==> config.mk <==
export PLATFORM = sky130hd
export DESIGN_NAME = recall
export DESIGN_NICKNAME = d
export VERILOG_FILES = /design/src/rtl/sequence_pkg.sv /design/src/rtl/recall_step_timer.sv /design/src/rtl/recall.sv
export SDC_FILE = /design/constraint.sdc
export NUM_CORES = 1
export LEC_CHECK = 0
export ABC_AREA = 1
export CAP_MARGIN = 10
export CORE_MARGIN = 4
export CORE_UTILIZATION = 45
export DETAILED_ROUTE_END_ITERATION = 16
export PLACE_DENSITY = 0.67
export SYNTH_ARGS = -nofsm -noshare
export SYNTH_HDL_FRONTEND = slang
export SYNTH_SLANG_ARGS = --single-unit
==> constraint.sdc <==
create_clock -name clock -period 1.9 [get_ports clock]
set_input_delay 0.19 -clock clock [delete_from_list [all_inputs] [get_ports clock]]
set_output_delay 0.19 -clock clock [all_outputs]
set_load 0.02 [all_outputs]
==> src/rtl/sequence_pkg.sv <==
// Shared definitions for the sequence store, RAM and recall stages.
// Holds default widths, logic-level constants and the recall state encoding.
package sequence_pkg;

  localparam logic ON  = 1'b1;
  localparam logic OFF = 1'b0;

  localparam int DEFAULT_WORD_SIZE    = 8;
  localparam int DEFAULT_ADDRESS_SIZE = 4;

  localparam logic [1:0] RECALL_IDLE      = 2'd0;
  localparam logic [1:0] RECALL_REQUEST   = 2'd1;
  localparam logic [1:0] RECALL_WAIT_DATA = 2'd2;
  localparam logic [1:0] RECALL_HOLD      = 2'd3;

  typedef enum logic [1:0] {
    IDLE      = RECALL_IDLE,
    REQUEST   = RECALL_REQUEST,
    WAIT_DATA = RECALL_WAIT_DATA,
    HOLD      = RECALL_HOLD
  } recall_state_t;

endpackage

==> src/rtl/recall_step_timer.sv <==
// Loadable down-counter that paces word presentation; done while the count is 0.
// Counts down on its own after a load and rests at zero.
module step_timer #(
  parameter int WIDTH = 24
) (
  input  logic             clock,
  input  logic             reset,
  input  logic             load,
  input  logic [WIDTH-1:0] load_value,
  output logic             done
);

  logic [WIDTH-1:0] count;

  always_ff @(posedge clock or posedge reset) begin
    if (reset) begin
      count <= '0;
    end else if (load) begin
      count <= load_value;
    end else if (count != '0) begin
      count <= count - WIDTH'(1);
    end
  end

  assign done = (count == '0);

endmodule

==> src/rtl/recall.sv <==
// Playback stage: reads words 0..end_addr from the sequence RAM and presents
// each on out_data with a one-cycle out_valid strobe, spaced by STEP_CYCLES.
module recall
  import sequence_pkg::*;
#(
  parameter int WORD_SIZE    = DEFAULT_WORD_SIZE,
  parameter int ADDRESS_SIZE = DEFAULT_ADDRESS_SIZE,
  parameter int MEMORY_QTY   = 16,
  parameter int STEP_CYCLES  = 12000000
) (
  input  logic                    clock,
  input  logic                    reset,
  input  logic                    play,
  input  logic                    stored,
  input  logic [ADDRESS_SIZE-1:0] last_addr,
  input  logic                    r_ready,
  input  logic                    r_valid,
  input  logic [WORD_SIZE-1:0]    r_data,
  output logic                    r_en,
  output logic [ADDRESS_SIZE-1:0] r_addr,
  output logic [WORD_SIZE-1:0]    out_data,
  output logic                    out_valid,
  output logic                    busy
);

  localparam int TIMER_W = $clog2(STEP_CYCLES);
  localparam logic [TIMER_W-1:0]      STEP_RELOAD = TIMER_W'(STEP_CYCLES - 1);
  localparam logic [ADDRESS_SIZE-1:0] LAST_LOC    = ADDRESS_SIZE'(MEMORY_QTY - 1);

  // Read handshake: r_en is a single-cycle request issued only when r_ready is
  // high in REQUEST; r_valid is honoured only in WAIT_DATA, one read in flight.
  recall_state_t               state, state_nxt;
  logic                        play_d;
  logic                        play_rise;
  logic [ADDRESS_SIZE-1:0]     end_addr, end_addr_nxt;
  logic [ADDRESS_SIZE-1:0]     r_addr_nxt;
  logic [ADDRESS_SIZE-1:0]     start_end;
  logic                        r_en_nxt;
  logic                        out_valid_nxt;
  logic [WORD_SIZE-1:0]        out_data_nxt;
  logic                        timer_load;
  logic                        timer_done;

  assign play_rise = play & ~play_d;
  assign start_end = (last_addr > LAST_LOC) ? LAST_LOC : last_addr;
  assign busy      = (state != IDLE);

  step_timer #(
    .WIDTH(TIMER_W)
  ) u_step_timer (
    .clock      (clock),
    .reset      (reset),
    .load       (timer_load),
    .load_value (STEP_RELOAD),
    .done       (timer_done)
  );

  always_comb begin
    state_nxt     = state;
    r_en_nxt      = OFF;
    out_valid_nxt = OFF;
    out_data_nxt  = out_data;
    r_addr_nxt    = r_addr;
    end_addr_nxt  = end_addr;
    timer_load    = OFF;
    // Dropping play abandons the pass from any active state, even if data lands now.
    if (state != IDLE && !play) begin
      state_nxt = IDLE;
    end else begin
      case (state)
        IDLE: begin
          if (play_rise && stored) begin
            r_addr_nxt   = '0;
            end_addr_nxt = start_end;
            state_nxt    = REQUEST;
          end
        end
        REQUEST: begin
          if (r_ready) begin
            r_en_nxt  = ON;
            state_nxt = WAIT_DATA;
          end
        end
        WAIT_DATA: begin
          if (r_valid) begin
            out_data_nxt  = r_data;
            out_valid_nxt = ON;
            timer_load    = ON;
            state_nxt     = HOLD;
          end
        end
        HOLD: begin
          if (timer_done) begin
            if (r_addr == end_addr) begin
              state_nxt = IDLE;
            end else begin
              r_addr_nxt = r_addr + ADDRESS_SIZE'(1);
              state_nxt  = REQUEST;
            end
          end
        end
        default: state_nxt = IDLE;
      endcase
    end
  end

  always_ff @(posedge clock or posedge reset) begin
    if (reset) begin
      state     <= IDLE;
      play_d    <= OFF;
      r_en      <= OFF;
      r_addr    <= '0;
      end_addr  <= '0;
      out_data  <= '0;
      out_valid <= OFF;
    end else begin
      state     <= state_nxt;
      play_d    <= play;
      r_en      <= r_en_nxt;
      r_addr    <= r_addr_nxt;
      end_addr  <= end_addr_nxt;
      out_data  <= out_data_nxt;
      out_valid <= out_valid_nxt;
    end
  end

endmodule

==> results.py <==
metrics = {
    "cells_and_area": {
        "area_growth_pct": 22.9,
        "finalNetCount": 393,
        "diodes": 0,
        "mostFrequentLayoutCells": "95 x nand2_1, 50 x nor2_1, 45 x dfrtp_1",
        "seq_area_sq_um": 1130,
        "fin_cells": 437,
        "drive_gt1_frac": 0.123,
        "fillers": 494,
        "multi_input_area_sq_um": 1260,
        "finalInstanceArea_sq_um": 3090,
        "final_common_cell": "nand2_1",
    },
    "clocking": {
        "clk_pin_slew_ns": 0.08,
        "clkLatencyLatePin_ns": 0.29,
        "cts_root_buf": "clkbuf_8",
        "cts_sinks": 45,
        "numCtsBuffers": 5,
        "hold_buffers": 0,
        "cts_max_level": 2,
        "cts_buffer_depth": 2,
        "cts_tree": "yes",
    },
    "drt": {
        "detail-route-antenna-nets": 0,
        "drtPass1Iterations": 4,
        "viasPerCell": 4.91,
        "drc": 0,
        "wl_um": 5530,
        "drt_iter0_markers": 101,
        "vias": 2147,
        "drt-wirelength-per-cell_um": 12.7,
    },
    "pwr": {
        "powerDensity_nw_per_um2": 1220,
        "total_power_mw": 3.77,
        "vdd_ir_drop_max_v": 0.000886,
        "p_leak_nw": 1.40,
    },
    "floorplanning": {
        "die_h_um": 82.7,
        "die_w_um": 82.7,
        "io_pins": 33,
        "design.core.area_sq_um": 5270,
        "start_util": 0.477,
        "dieArea_sq_um": 6840,
        "placementRows": 26,
    },
    "timing": {
        "worst_clock_skew_ns": 0.00489,
        "period_minus_slack_ns": 1.74,
        "setup_violations": 0,
        "maxSlewViolCount": 0,
        "timing.final.ws_setup_ns": 0.164,
        "fmax_ghz": 0.576,
        "relSlewSlack": 0.736,
        "hold_viol_final": 0,
        "fin_crit_sh": 0.914,
        "hold_slack_ns": 0.193,
        "max_slew.worst_pin.slew_ns": 0.396,
    },
    "worst_hold_path": {
        "hold_path_class": "in -> async",
    },
    "placed_design": {
        "port_buffers": 32,
        "gp_congestion": 0.900,
        "post-place-ws_ns": 0.0244,
        "placed_area_sq_um": 2960,
        "dp_hpwl_um": 4150,
        "placed_cells": 428,
    },
    "global_route": {
        "grt_pass1_vias": 2146,
        "grt_pass1_wl_um": 9830,
        "grt_max_degree": 29,
        "antenna_found_initial": 0,
        "gr-total-overflow": 0,
        "track_usage": 0.187,
    },
    "flow_run": {
        "cap_violations": 0,
    },
    "yosys": {
        "synthesis.instances": 323,
        "synth_cell_types": 26,
        "synth_seq_area_share": 0.448,
        "ys_seq_elements": 45,
        "synth_nets": 349,
        "ys_warn_count": 0,
        "netlist_area_sq_um": 2510,
        "syn_area_per_cell_sq_um": 7.78,
    },
    "worst_setup_path": {
        "critPathCaptureType": "register",
        "cp_data_required_time_ns": 2.12,
        "critPathKind": "reg -> reg",
        "startpoint_type": "register",
        "critPathArrivalTime_ns": 1.95,
        "crit_fanout": 18,
    },
    "run_status": {
        "outcome": "finished clean",
    },
}
-- logic make-up after synthesis --
kind of cell             count (synthesis)  synth area share
AND/OR/NAND/NOR                        198             0.348
adder cells (fa/ha/maj)                  8            0.0398
AO/OA/AOI/OAI                           19            0.0388
multiplexers                             4            0.0179
XOR/XNOR                                16            0.0558
flip-flops                              45             0.448
buffers and inverters                   33            0.0513
-- per-stage QoR --
| step | setup TNS (ns) | util |
|---|---|---|
| after global placement | 0 | 0.562 |
| after floorplan | 0 | - |
| after detailed placement | 0 | 0.562 |
| after CTS | 0 | 0.585 |
| after global routing | -0.0681 | 0.586 |
| final | 0 | 0.586 |
-- flip-flops by register name, summed over array words and instances (netlist names) --
signal and cells:
r_en 1, r_addr 4, out_valid 1, state 2, play_d 1, end_addr 4, u_step_timer.count 24, out_data 8
-- area by class of cell --
type / instances / area share
Inverter: 30 / 0.0373
Multi-Input combinational cell: 245 / 0.409
Tap cell: 70 / 0.0284
Clock inverter: 2 / 0.0113
Clock buffer: 5 / 0.0223
Timing Repair Buffer: 40 / 0.127
Sequential cell: 45 / 0.365
-- worst paths after layout --
path,start,cells past startpoint,slack (ns),end
max in group asynchronous,reset,3,1.23,u_step_timer.count[1]$_DFFE_PP0P_
max reg2reg,state[1]$_DFFE_PP0P_,9,0.16,u_step_timer.count[1]$_DFFE_PP0P_
min,reset,2,0.19,out_data[4]$_DFFE_PP0P_
min in group clock,play,1,0.39,play_d$_DFF_PP0_
min reg2reg,out_data[6]$_DFFE_PP0P_,2,0.48,out_data[6]$_DFFE_PP0P_
max,state[1]$_DFFE_PP0P_,9,0.16,u_step_timer.count[1]$_DFFE_PP0P_
-- power by group --
group          total, mW  switching, mW  internal [mW]
registers           1.52          0.256           1.26
logic               1.55          0.888          0.664
clock network      0.703          0.321          0.383
-- routing by layer --
metal	wire [um]	vias up	GRT usage
met4	94	0	0.0556
met2	2550	53	0.301
li1	-	1105	-
met5	0	-	0
met1	2640	980	0.254
met3	248	9	0.0369
-- synthesized netlist by cell type --
master,n,share of area
dfrtp_1,45,0.45
mux2_2,4,0.018
inv_2,2,0.0030
nand3_1,23,0.046
xor2_1,13,0.045
nand4_1,3,0.0075
o21ai_1,5,0.010
nand2_2,3,0.0075
inv_1,27,0.040
nand2_1,95,0.14
nor2_8,1,0.0080
clkbuf_1,1,0.0015
nor2_1,51,0.076
nor3_1,7,0.014
or2_2,4,0.010
nor2_4,2,0.0090
nor2_2,7,0.017
o21ai_0,5,0.010
nand3_4,1,0.0070
xnor2_1,3,0.010
ha_1,8,0.040
buf_2,2,0.0040
o211ai_1,1,0.0030
nand3_2,1,0.0040
inv_4,1,0.0025
a21oi_1,8,0.016
-- timing repair --
item,4_1_cts,5_1_grt
buffers inserted,2,0
gates cloned,0,0
resized for setup,1,3
pin swaps,1,1
endpoints found under the setup margin,2,4
-- worst max-delay path, stage by stage, from the launching register on --
cell     delay, ns
dfrtp_1       0.43
inv_1         0.13
ha_2          0.23
nor2_1        0.06
buf_4         0.15
nor2_4        0.23
inv_2         0.20
nand2_1       0.11
nand2_1       0.05
o21ai_1       0.07
Note: power is estimated with default switching activity, not from simulation.
